**src/rtl/riscv_configs.v**
```verilog
// Shared RV32I core configuration: register width and channel-packing helpers.
`ifndef RISCV_CONFIGS_V
`define RISCV_CONFIGS_V

`define XLEN 32

// Word k of a bus that packs words of `XLEN bits, word 0 in the LSBs.
`define RISCV_CH_WORD(bus, k) bus[(k)*`XLEN +: `XLEN]

// Total width of a bus carrying n packed `XLEN words.
`define RISCV_CH_BUS_W(n) ((n)*`XLEN)

`endif

```
**src/rtl/riscv_pipe_stage_reg_pkg.sv**
```systemverilog
// Shared types and helpers for the inter-stage pipeline register.
package riscv_pipe_stage_reg_pkg;

   localparam int CNT_W = 2;

   typedef logic [CNT_W-1:0] cnt_t;

   // Number of held entries, given the main and skid valid flags.
   function automatic cnt_t occupancy(input logic main_vld, input logic skid_vld);
      return cnt_t'({1'b0, main_vld}) + cnt_t'({1'b0, skid_vld});
   endfunction

endpackage

```
**src/rtl/riscv_pipe_data_slot.sv**
```systemverilog
// Load-enabled NUM_CH*`XLEN data register; synchronous active-low reset
// loads REGISTER_INIT into every word.
`include "riscv_configs.v"

module riscv_pipe_data_slot
   import riscv_pipe_stage_reg_pkg::*;
#(
   parameter int               NUM_CH        = 6,
   parameter logic [`XLEN-1:0] REGISTER_INIT = '0
) (
   input  logic                               i_clk,
   input  logic                               i_rstn,
   input  logic                               i_load,
   input  logic [`RISCV_CH_BUS_W(NUM_CH)-1:0] i_d,
   output logic [`RISCV_CH_BUS_W(NUM_CH)-1:0] o_q
);

   // Payload only changes on reset or an explicit load.
   always_ff @(posedge i_clk) begin
      if (!i_rstn) begin
         o_q <= {NUM_CH{REGISTER_INIT}};
      end else if (i_load) begin
         o_q <= i_d;
      end
   end

endmodule

```
**src/rtl/riscv_pipe_stage_reg.sv**
```systemverilog
// Inter-stage pipeline register with valid/ready handshake, stall, flush and
// occupancy count. Define RISCV_PIPE_SKID_EN to add a skid entry so o_ready
// comes from a flop instead of a combinational path from i_ready.
`include "riscv_configs.v"

module riscv_pipe_stage_reg
   import riscv_pipe_stage_reg_pkg::*;
#(
   parameter int               NUM_CH        = 6,
   parameter logic [`XLEN-1:0] REGISTER_INIT = '0
) (
   input  logic                               i_clk,
   input  logic                               i_rstn,
   input  logic [`RISCV_CH_BUS_W(NUM_CH)-1:0] i_data,
   input  logic                               i_valid,
   output logic                               o_ready,
   output logic [`RISCV_CH_BUS_W(NUM_CH)-1:0] o_data,
   output logic                               o_valid,
   input  logic                               i_ready,
   input  logic                               i_flush,
   output logic [1:0]                         o_count
);

   localparam int DW = `RISCV_CH_BUS_W(NUM_CH);

   logic          vld_p0;
   logic          vld_nxt;
   logic          main_ld;
   logic [DW-1:0] main_d;
   logic          fire_in;
   logic          fire_out;
   cnt_t          cnt_q;

   assign fire_in  = i_valid & o_ready;
   assign fire_out = vld_p0 & i_ready;
   assign o_valid  = vld_p0;
   assign o_count  = cnt_q;

`ifdef RISCV_PIPE_SKID_EN
   logic          skid_vld_p0;
   logic          skid_nxt;
   logic          skid_ld;
   logic [DW-1:0] skid_q;
   logic          rdy_q;

   assign o_ready = rdy_q;

   // Next-state: drain skid into main, refill main, or park a stalled beat in skid.
   always_comb begin
      vld_nxt  = vld_p0;
      skid_nxt = skid_vld_p0;
      main_ld  = 1'b0;
      skid_ld  = 1'b0;
      main_d   = i_data;
      if (fire_out) begin
         if (skid_vld_p0) begin
            main_ld  = 1'b1;
            main_d   = skid_q;
            skid_nxt = 1'b0;
         end else if (fire_in) begin
            main_ld  = 1'b1;
         end else begin
            vld_nxt  = 1'b0;
         end
      end else if (fire_in) begin
         if (vld_p0) begin
            skid_ld  = 1'b1;
            skid_nxt = 1'b1;
         end else begin
            main_ld  = 1'b1;
            vld_nxt  = 1'b1;
         end
      end
   end

   // Control flops; flush wins over every move, reset wins over flush.
   always_ff @(posedge i_clk) begin
      if (!i_rstn) begin
         vld_p0      <= 1'b0;
         skid_vld_p0 <= 1'b0;
         rdy_q       <= 1'b1;
         cnt_q       <= '0;
      end else if (i_flush) begin
         vld_p0      <= 1'b0;
         skid_vld_p0 <= 1'b0;
         rdy_q       <= 1'b1;
         cnt_q       <= '0;
      end else begin
         vld_p0      <= vld_nxt;
         skid_vld_p0 <= skid_nxt;
         rdy_q       <= ~skid_nxt;
         cnt_q       <= occupancy(vld_nxt, skid_nxt);
      end
   end

   riscv_pipe_data_slot #(
      .NUM_CH        (NUM_CH),
      .REGISTER_INIT (REGISTER_INIT)
   ) u_skid_slot (
      .i_clk  (i_clk),
      .i_rstn (i_rstn),
      .i_load (skid_ld & ~i_flush),
      .i_d    (i_data),
      .o_q    (skid_q)
   );
`else
   assign o_ready = ~vld_p0 | i_ready;

   // Next-state: a new beat always lands in main; a bare drain empties it.
   always_comb begin
      vld_nxt = vld_p0;
      main_ld = 1'b0;
      main_d  = i_data;
      if (fire_in) begin
         main_ld = 1'b1;
         vld_nxt = 1'b1;
      end else if (fire_out) begin
         vld_nxt = 1'b0;
      end
   end

   // Control flops; flush wins over every move, reset wins over flush.
   always_ff @(posedge i_clk) begin
      if (!i_rstn) begin
         vld_p0 <= 1'b0;
         cnt_q  <= '0;
      end else if (i_flush) begin
         vld_p0 <= 1'b0;
         cnt_q  <= '0;
      end else begin
         vld_p0 <= vld_nxt;
         cnt_q  <= occupancy(vld_nxt, 1'b0);
      end
   end
`endif

   riscv_pipe_data_slot #(
      .NUM_CH        (NUM_CH),
      .REGISTER_INIT (REGISTER_INIT)
   ) u_main_slot (
      .i_clk  (i_clk),
      .i_rstn (i_rstn),
      .i_load (main_ld & ~i_flush),
      .i_d    (main_d),
      .o_q    (o_data)
   );

endmodule

```
**config.mk**
```make
export PLATFORM = sky130hd
export DESIGN_NAME = riscv_pipe_stage_reg
export DESIGN_NICKNAME = d
export VERILOG_FILES = /design/src/rtl/riscv_pipe_stage_reg_pkg.sv /design/src/rtl/riscv_pipe_data_slot.sv /design/src/rtl/riscv_pipe_stage_reg.sv
export VERILOG_INCLUDE_DIRS = /design/src /design/src/rtl
export SDC_FILE = /design/constraint.sdc
export NUM_CORES = 1
export LEC_CHECK = 0
export CORE_AREA = 2 2 154 156
export DETAILED_ROUTE_END_ITERATION = 6
export DIE_AREA = 0 0 156 158
export DONT_BUFFER_PORTS = 1
export PLACE_DENSITY = 0.58
export SYNTH_ARGS = -nofsm -noshare
export SYNTH_HDL_FRONTEND = slang
export SYNTH_HIERARCHICAL = 1
export SYNTH_SLANG_ARGS = --single-unit
```
**constraint.sdc**
```tcl
create_clock -name i_clk -period 1.3 [get_ports i_clk]
set_input_delay 0.26 -clock i_clk [delete_from_list [all_inputs] [get_ports i_clk]]
set_output_delay 0.26 -clock i_clk [all_outputs]
set_load 0.03 [all_outputs]
```
==> reports/results.ini, run 1 <==
[sta]
timing.hold.ws_ns=-0.00816
skew_ns=0.0118
finalMaxSlewViolations=0
period_share=1.20
tns_ns=-32.99
timing.fmax_ghz=0.643
setup_ws_ns=-0.255
rsz0062_at_grt=true
finalCriticalPeriod_ns=1.56
setup_violations=192
finalHoldViolations=2

[worst_setup_path]
critPathLaunchType=flip-flop
worstPathRequired_ns=1.61
worst_setup_path_end_kind=flip-flop
timing.rr.end=u_main_slot/o_q[126]
criticalPathCategory=reg2reg
worstReg2RegStart=o_count[0]
crit_arrival_ns=1.87
reg2reg_slack_ns=-0.26
path_max_fanout=23
r2r_cells=7

[hold_path]
hold_start=i_rstn
hold_path.class=in2reg
hold_depth=1
hold-path-endpoint=u_main_slot/o_q[1]

[yosys]
yosys.area.top_type_share=0.512
seq_area_frac_synth=0.512
netlist_instances=628
synth_top_cell_by_area=dfxtp_1
syn_nets=825
ys_ff_latch=193
synth_area_per_cell_um2=12.0
ys_types=13
synth_area_leaders=dfxtp_1 (51%), mux2i_1 (25%), nor2b_1 (16%), buf_12 (5.3%), clkbuf_1 (0.95%)
syn_area_mm2=0.00754
ys.warnings.count=6

[pwr]
p_total_mw=13.3
p_leak_nw=3.19
ir_drop_mv=0.834
power_density_mw_per_mm2=1500

[grt]
grt_pass1_wl_mm=25.6
antenna_found_initial=0
grt_pass1_vias=4258
grt_max_degree=194
track_usage=0.137
grt_overflow=0

[cts]
insertion_delay_ns=0.42
cts.path.max_buffers=2
cts_num_sinks=193
cts_tree=yes
cts_max_level=4
numCtsBuffers=17
cts-root-buf=clkbuf_16
path_clk_slew_ns=0.08

[place]
port_buffers=0
place_hpwl_mm=13.3
gp_congestion=0.769
place_area_mm2=0.00762
dpl_worst_slack_ns=-0.333

[die]
fp.dieW_um=156
die_h_um=158
ios=393
design.core.area_mm2=0.0231
floorplan.initialDensity=0.327
rows=56
die-area_mm2=0.0246

[route]
drt_wl_total_mm=18.9
vias=4423
drtIter0Drc=172
antenna_left=0
firstDrtPassIters=4
route.detailed.drc=0
via_per_inst=4.63
wire_per_inst_um=19.7

[status]
violations=hold timing, setup timing
outcome=finished, violations left

[layout]
final_cell_mix=nor2b_1 (192), dfxtp_1 (190), mux2i_1 (183), clkbuf_16 (21), dlygate4sd3_1 (15)
final_cell_area_mm2=0.00886
num_antenna_cells=0
nFillCells=2196
final_common_cell=nor2b_1
areaGrowthSynthToFinish_pct=17.4
utilization=0.384
fin_nets=850
drive_gt1_frac=0.123

[flow_run]
maxCapViolCount=0

==> worst max path at each step <==
| stage | from | to | slack, ns | depth (start not counted) |
|---|---|---|---|---|
| final | o_count[0] | u_main_slot/o_q[126] | -0.26 | 7 |
| after global routing | o_count[0] | u_main_slot/o_q[12] | -0.33 | 8 |
| after CTS | o_count[0] | u_main_slot/o_q[25] | -0.27 | 7 |
| after detailed placement | o_count[0] | u_main_slot/o_q[87] | -0.33 | 6 |
| after global placement | o_count[0] | u_main_slot/o_q[10] | -0.23 | 6 |
| after floorplan | o_count[0] | u_main_slot/o_q[100] | -0.17 | 7 |
==> synthesized netlist by cell type <==
master / n
a21oi_2: 1
buf_12: 20
buf_2: 2
buf_4: 4
clkbuf_1: 19
conb_1: 1
dfxtp_1: 193
inv_1: 1
mux2i_1: 192
nand2b_1: 1
nand2b_2: 1
nor2b_1: 192
nor3b_2: 1
==> sequential cells by signal, summed over array words and instances, names as in the netlist <==
register         flops
o_count              1
u_main_slot/o_q    192
==> worst max-delay path, stage by stage (launching register included) <==
cell      delay [ns]
dfxtp_4         0.35
nand2b_4        0.06
nor3b_4         0.17
buf_6           0.17
buf_12          0.16
buf_12          0.20
mux2i_1         0.26
nor2b_1         0.07
==> power by group <==
| part | total, mW | switching, mW | internal (mW) |
|---|---|---|---|
| Sequential | 7.01 | 0.812 | 6.20 |
| Clock | 5.16 | 2.53 | 2.63 |
| Combinational | 1.10 | 0.430 | 0.670 |
| Total | 13.3 | 3.77 | 9.50 |
==> stage by stage <==
step,cells,hold slack [ns]
2_1_floorplan,628,0.393
6_report,956,-0.00816
4_1_cts,939,-0.0477
3_5_place_dp,890,0.405
5_1_grt,956,-0.0513
3_3_place_gp,890,0.401
==> metal layers <==
metal / routed length (um) / up-vias / global-route usage
met5: 0 / - / 0
met4: 212 / 0 / 0.0437
met1: 7040 / 2028 / 0.145
met3: 1990 / 11 / 0.0616
met2: 9610 / 261 / 0.246
li1: - / 2123 / -
==> layout make-up <==
type | instances | area (um^2) | share of cell area
repair buffers | 51 | 807 | 0.0911
clock buffers | 19 | 443 | 0.0500
inverters | 1 | 3.75 | 0.000424
clock inverters | 13 | 145 | 0.0164
well taps | 290 | 363 | 0.0410
flip-flops and latches | 193 | 3870 | 0.437
multi-input cells | 389 | 3230 | 0.364
==> what timing repair did <==
item	4_1_cts	5_1_grt
endpoints found under the hold margin	163	93
gates cloned	7	4
resized for setup	24	13
setup endpoints to repair	191	194
hold buffers	4	11
setup buffers	6	5
==> kinds of logic after synthesis <==
kind of cell | synth area share
compound gates | 0.00116
flops | 0.512
other cells | 0.000497
buf+inv | 0.0683
mux | 0.255
simple gates | 0.163
No activity file was read; power rests on OpenSTA's default activity.
==> run 2, diff against run 1 <==
--- a/config.mk
+++ b/config.mk
@@ -7,6 +7,7 @@
 export NUM_CORES = 1
 export LEC_CHECK = 0
 export CORE_AREA = 2 2 154 156
+export CTS_CLUSTER_SIZE = 16
 export DETAILED_ROUTE_END_ITERATION = 6
 export DIE_AREA = 0 0 156 158
 export DONT_BUFFER_PORTS = 1
==> results of run 2 <==
No change in the layout: final DEF, timing and power equal those of run 1.
